[src/rtl/fsm_task_sequencer_if.sv]
// Command/step handshake bundle for fsm_task_sequencer.
// The master side drives commands and step_ready; the slave side is the sequencer.
interface fsm_task_sequencer_if #(parameter int CNT_W = 16);
  logic             start_i;
  logic [CNT_W-1:0] len_i;
  logic             abort_i;
  logic             err_clr_i;
  logic             step_ready_i;
  logic             step_valid_o;
  logic             busy_o;
  logic             done_o;
  logic             err_o;
  logic [CNT_W-1:0] cnt_o;
  logic [3:0]       state_o;

  modport master (
    output start_i, len_i, abort_i, err_clr_i, step_ready_i,
    input  step_valid_o, busy_o, done_o, err_o, cnt_o, state_o
  );

  modport slave (
    input  start_i, len_i, abort_i, err_clr_i, step_ready_i,
    output step_valid_o, busy_o, done_o, err_o, cnt_o, state_o
  );
endinterface

[src/rtl/fsm_task_sequencer.sv]
// IDLE/WORK/DONE/ERR task sequencer: one handshaked step per beat, watchdog,
// abort and zero-length fast path. Outputs are registered from the next state.
module fsm_task_sequencer #(
  parameter int CNT_W       = 16,
  parameter int TIMEOUT     = 1024,
  parameter int DONE_CYCLES = 2
) (
  input  logic                clk,
  input  logic                rst,
  fsm_task_sequencer_if.slave io
);
  localparam int WD_W = (TIMEOUT > 0) ? $clog2(TIMEOUT + 1) : 1;
  localparam int DW_W = $clog2(DONE_CYCLES + 1);
  localparam logic [WD_W-1:0] WD_LAST = (TIMEOUT > 0) ? WD_W'(TIMEOUT - 1) : '0;
  localparam logic [DW_W-1:0] DW_LAST = DW_W'(DONE_CYCLES - 1);

  typedef enum logic [3:0] {
    S_IDLE = 4'h1,
    S_WORK = 4'h2,
    S_DONE = 4'h4,
    S_ERR  = 4'h8
  } state_e;

  state_e           state_q, state_d;
  logic [CNT_W-1:0] len_q, len_d;
  logic [CNT_W-1:0] cnt_q, cnt_d;
  logic [WD_W-1:0]  wd_q, wd_d;
  logic [DW_W-1:0]  dw_q, dw_d;
  logic             step_valid_q, step_valid_d;
  logic             busy_q, busy_d;
  logic             done_q, done_d;
  logic             err_q, err_d;
  logic [3:0]       state_o_q, state_o_d;
  logic             beat;

  assign beat = step_valid_q & io.step_ready_i;

  always_comb begin
    state_d = state_q;
    len_d   = len_q;
    cnt_d   = cnt_q;
    wd_d    = wd_q;
    dw_d    = dw_q;
    case (state_q)
      S_IDLE: begin
        if (io.start_i) begin
          cnt_d = '0;
          wd_d  = '0;
          dw_d  = '0;
          if (io.len_i != '0) begin
            state_d = S_WORK;
            len_d   = io.len_i;
          end else begin
            state_d = S_DONE;
          end
        end
      end
      S_WORK: begin
        // Abort wins over a simultaneous beat; that beat is not counted.
        if (io.abort_i) begin
          state_d = S_ERR;
        end else if (beat) begin
          cnt_d = cnt_q + CNT_W'(1);
          wd_d  = '0;
          if (cnt_q == len_q - CNT_W'(1)) begin
            state_d = S_DONE;
            dw_d    = '0;
          end
        end else if (TIMEOUT != 0) begin
          if (wd_q == WD_LAST) state_d = S_ERR;
          else                 wd_d    = wd_q + WD_W'(1);
        end
      end
      S_DONE: begin
        if (dw_q == DW_LAST) begin
          state_d = S_IDLE;
          dw_d    = '0;
        end else begin
          dw_d = dw_q + DW_W'(1);
        end
      end
      S_ERR: begin
        if (io.err_clr_i) state_d = S_IDLE;
      end
      default: state_d = S_IDLE;
    endcase

    step_valid_d = (state_d == S_WORK);
    busy_d       = (state_d == S_WORK) || (state_d == S_DONE);
    done_d       = (state_d == S_DONE) && (state_q != S_DONE);
    err_d        = (state_d == S_ERR);
    state_o_d    = state_d;
  end

  always_ff @(posedge clk or posedge rst) begin
    if (rst) begin
      state_q      <= S_IDLE;
      len_q        <= '0;
      cnt_q        <= '0;
      wd_q         <= '0;
      dw_q         <= '0;
      step_valid_q <= 1'b0;
      busy_q       <= 1'b0;
      done_q       <= 1'b0;
      err_q        <= 1'b0;
      state_o_q    <= 4'h1;
    end else begin
      state_q      <= state_d;
      len_q        <= len_d;
      cnt_q        <= cnt_d;
      wd_q         <= wd_d;
      dw_q         <= dw_d;
      step_valid_q <= step_valid_d;
      busy_q       <= busy_d;
      done_q       <= done_d;
      err_q        <= err_d;
      state_o_q    <= state_o_d;
    end
  end

  assign io.step_valid_o = step_valid_q;
  assign io.busy_o       = busy_q;
  assign io.done_o       = done_q;
  assign io.err_o        = err_q;
  assign io.cnt_o        = cnt_q;
  assign io.state_o      = state_o_q;
endmodule
[src/flat_wrapper.sv]
// flat-port wrapper written by rule: the top's interface ports become plain ports
module fsm_task_sequencer_flat 
#(
  parameter int CNT_W       = 16,
  parameter int TIMEOUT     = 1024,
  parameter int DONE_CYCLES = 2
)
  (clk, rst, io_start_i, io_len_i, io_abort_i, io_err_clr_i, io_step_ready_i, io_step_valid_o, io_busy_o, io_done_o, io_err_o, io_cnt_o, io_state_o);
  fsm_task_sequencer_if #(.CNT_W(CNT_W)) io_i ();
  input  logic clk;
  input  logic rst;
  input wire logic [$bits(io_i.start_i)-1:0] io_start_i;
  input wire logic [$bits(io_i.len_i)-1:0] io_len_i;
  input wire logic [$bits(io_i.abort_i)-1:0] io_abort_i;
  input wire logic [$bits(io_i.err_clr_i)-1:0] io_err_clr_i;
  input wire logic [$bits(io_i.step_ready_i)-1:0] io_step_ready_i;
  output wire logic [$bits(io_i.step_valid_o)-1:0] io_step_valid_o;
  output wire logic [$bits(io_i.busy_o)-1:0] io_busy_o;
  output wire logic [$bits(io_i.done_o)-1:0] io_done_o;
  output wire logic [$bits(io_i.err_o)-1:0] io_err_o;
  output wire logic [$bits(io_i.cnt_o)-1:0] io_cnt_o;
  output wire logic [$bits(io_i.state_o)-1:0] io_state_o;
  assign io_i.start_i = io_start_i;
  assign io_i.len_i = io_len_i;
  assign io_i.abort_i = io_abort_i;
  assign io_i.err_clr_i = io_err_clr_i;
  assign io_i.step_ready_i = io_step_ready_i;
  assign io_step_valid_o = io_i.step_valid_o;
  assign io_busy_o = io_i.busy_o;
  assign io_done_o = io_i.done_o;
  assign io_err_o = io_i.err_o;
  assign io_cnt_o = io_i.cnt_o;
  assign io_state_o = io_i.state_o;
  fsm_task_sequencer #(.CNT_W(CNT_W), .TIMEOUT(TIMEOUT), .DONE_CYCLES(DONE_CYCLES)) u_core (.clk(clk), .rst(rst), .io(io_i));
endmodule
[config.mk]
export PLATFORM = sky130hd
export DESIGN_NAME = fsm_task_sequencer_flat
export DESIGN_NICKNAME = d
export VERILOG_FILES = /design/src/rtl/fsm_task_sequencer_if.sv /design/src/rtl/fsm_task_sequencer.sv /design/src/flat_wrapper.sv
export SDC_FILE = /design/constraint.sdc
export NUM_CORES = 1
export LEC_CHECK = 0
export ABC_AREA = 1
export CORE_ASPECT_RATIO = 1.25
export CORE_MARGIN = 2
export CORE_UTILIZATION = 43
export CTS_CLUSTER_DIAMETER = 30
export DETAILED_ROUTE_END_ITERATION = 8
export PLACE_DENSITY = 0.67
export SETUP_SLACK_MARGIN = 0.02
export SYNTH_ARGS = -nofsm -noshare
export SYNTH_HDL_FRONTEND = slang
export SYNTH_SLANG_ARGS = --single-unit
[constraint.sdc]
create_clock -name clk -period 3.45 [get_ports clk]
set_clock_uncertainty 0.05 [all_clocks]
set_input_delay 0.8625 -clock clk [delete_from_list [all_inputs] [get_ports clk]]
set_output_delay 0.8625 -clock clk [all_outputs]
set_load 0.02 [all_outputs]
==> results.toml <==
[outcome]
status = "complete, no violations"

[global_routing]
grt_pass1_wl_mm = 14.9
grt_util_all_layers_pct = 20.9
antenna_found_initial = 0
grt_pass1_vias = 3176
overflow = 0
grt_max_degree = 54

[sta]
hold_violations = 0
tightest_slew_ps = 635
rsz0062_at_grt = "no"
setup_viol = 0
slew-limit-headroom_pct = 57.3
max_freq_mhz = 377
fin_tns_setup_ps = 0
finalMaxSlewViolations = 0
fin_crit_ps = 2650
fin_crit_sh_pct = 76.9

[synthesis]
ys.warnings.count = 0
ys_types = 35
syn_avg_cell_area_um2 = 6.88
synth_top_cell_area_share_pct = 37.2
yosysTopAreaCell = "dfrtp_1"
ys_seq_elements = 53
syn_nets = 533
syn_inst = 508
syn_area_mm2 = 0.00349
synth_area_leaders = "dfrtp_1 37%, nand2_1 18%, nor2_1 7.0%, inv_1 6.0%, nand3_1 4.7%"
yosysSeqAreaShare_pct = 38.0

[placement]
port_buffers = 45
gp_congestion = 0.895
place_hpwl_mm = 6.97
dpl_cell_area_mm2 = 0.00405

[power]
power.switching_mw = 1.28
netSwitchingFraction_pct = 47.9
leakage_nw = 1.96
pwr-share-clk_pct = 14.0
power_density_mw_per_mm2 = 645
internal_power_mw = 1.39
pwr-share-comb_pct = 52.0
pwr-share-seq_pct = 34.0
finalPower_mw = 2.67
ir_drop_mv = 0.377

[clock_network]
post-cts-setup-buffers = 0
clk_path_buf_depth = 2
cts-resized-gates = 0
clkTransAtPathRegs_ps = 90
clock_latency_ps = 320
clkSinkCount = 53
holdBufCountCts = 0
htreeDepth = 2
cts_tree = "done"
cts_made_buffers = 5
clock_tree.root_cell = "clkbuf_8"

[worst_setup_path]
start_kind = "input port"
crit_buf_inv = 2
crit_required_ps = 3600
cpLargestDelayFamily = "simple AND/OR/NAND/NOR gates"
end_kind = "flip-flop"
crit_fanout = 26
critPathMostFrequentCell = "nand2_1"
crit_type = "input port to flip-flop"
worstPathCellList = "clkdlybuf4s50_1 > nor4_1 > nand4_1 > nand2_1 > inv_2 > a21oi_1 > nand2_1"
cpMaxStageDelayCell = "clkdlybuf4s50_1"
max_stage_delay_ps = 430
cp.arrival_ps = 2810

[finish]
regArea_mm2 = 0.00133
final_nets = 581
final.fill_count = 799
layout-drive-gt1-share_pct = 7.00
fin_util_pct = 52.9
final_cell_mix = "165 x nand2_1, 65 x nor2_1, 55 x inv_1"
multi_input_area_mm2 = 0.00187
final_common_cell = "nand2_1"
n_antenna_cell = 0
stdcell_area_mm2 = 0.00414
area_growth_pct = 18.6

[hold_path]
hp-class = "flip-flop to flip-flop"

[job]
max_cap_violations = 0

[drt]
drc_errors = 0
avgViaCountPerCell = 5.12
routed_wl_mm = 8.86
antenna_left = 0
drt-pass1-iter-count = 4
wl_per_cell_um = 13.6
drt-initial-drc-count = 164
vias = 3337

[floorplanning]
die_x_um = 84.6
die_area_mm2 = 0.00887
num_io_pins = 46
core_mm2 = 0.00784
start_util_pct = 44.6
rows = 36
fp.dieH_um = 105
through the flow:
stage,worst slack (ps),hold slack (ps),std cells
2_1_floorplan,1250,392,508
3_5_place_dp,451,422,644
6_report,798,439,652
5_1_grt,582,461,652
3_3_place_gp,523,408,644
4_1_cts,790,444,652
path summary, 6_finish.rpt:
kind                                             start                            to  slack, ps  cells past startpoint
setup / recovery                          io_len_i[13]    u_core.io.busy_o$_DFF_PP0_        800                      7
hold / removal              u_core.dw_q[0]$_DFFE_PP0P_    u_core.dw_q[0]$_DFFE_PP0P_        440                      2
setup reg to reg           u_core.len_q[0]$_DFFE_PP0P_    u_core.dw_q[1]$_DFFE_PP0P_       1100                     15
hold reg to reg             u_core.dw_q[0]$_DFFE_PP0P_    u_core.dw_q[0]$_DFFE_PP0P_        440                      2
max in group asynchronous                          rst   u_core.state_q[0]$_DFF_PP1_       2210                      3
min in group asynchronous                          rst  u_core.len_q[11]$_DFFE_PP0P_        850                      3
cell families after synthesis:
logic type	count (synthesis)	synth area share, %
AOI/OAI and AO/OA	50	7.92
xor gates and xnor gates	20	5.41
adders and majority gates	3	1.07
buffers and inverters	72	8.38
DFF	53	38.0
and+or+nand+nor	310	39.2
area by class of cell:
class,count,share of cell area (%)
Clock buffer,8,2.17
Timing Repair Buffer,47,11.5
Inverter,66,6.16
Sequential cell,53,32.0
Tap cell,95,2.87
Multi-Input combinational cell,383,45.2
routing by layer:
metal / global-route usage, % / vias to the layer above / share of wire [%]
li1: - / 1703 / -
met1: 26.4 / 1547 / 44
met2: 36.5 / 71 / 50
met3: 3.32 / 16 / 3.8
met4: 6.58 / 0 / 2.0
met5: 0 / - / 0
worst reg2reg max path, stage by stage (launching register included):
cell     delay, ps
dfrtp_1        430
inv_2          110
ha_1           220
nand3_1        200
nor2_2         280
nand2_1         90
nand2_1         60
nand2_1         60
nor2_1          80
nand3_1         70
nor2_1         110
nand2_1        120
nand2_1        130
nand2_1         90
nand2_1         60
nand2_1         50
state kept, by name (all words and copies together), names as in the netlist:
name and count:
u_core.dw_q 2, u_core.io.busy_o 1, u_core.io.cnt_o 16, u_core.io.done_o 1
u_core.io.err_o 1, u_core.io.step_valid_o 1, u_core.len_q 16, u_core.state_q 4
u_core.wd_q 11
Yosys cell counts:
cell / count
a21oi_1: 16
inv_4: 3
o21ai_1: 4
buf_2: 3
nand3_1: 33
a21oi_2: 1
inv_2: 7
nand2_2: 4
nor3_1: 10
nor2_2: 7
buf_6: 1
nor3_4: 1
ha_1: 3
nor2_8: 2
nand2_4: 2
o21ai_0: 20
buf_4: 1
xnor3_1: 1
xor2_1: 12
nand2_1: 165
nand3b_1: 4
and2_1: 2
nor3_2: 2
dfrtp_1: 52
xnor2_1: 7
dfstp_2: 1
o41ai_1: 1
clkbuf_1: 1
nor2_1: 65
o21bai_1: 2
o31ai_1: 5
nor4_1: 7
a31oi_1: 1
inv_1: 56
nand4_1: 6
power groups by stage:
stage               Combinational [mW]  Clock (mW)  Sequential (mW)
floorplan                         1.06           0            0.917
global placement                  1.37           0            0.921
detailed placement                1.40           0            0.919
CTS                               1.40       0.386            0.909
global route                      1.58       0.410            0.931
finish                            1.39       0.375            0.909
(Power assumes the default switching activity.)
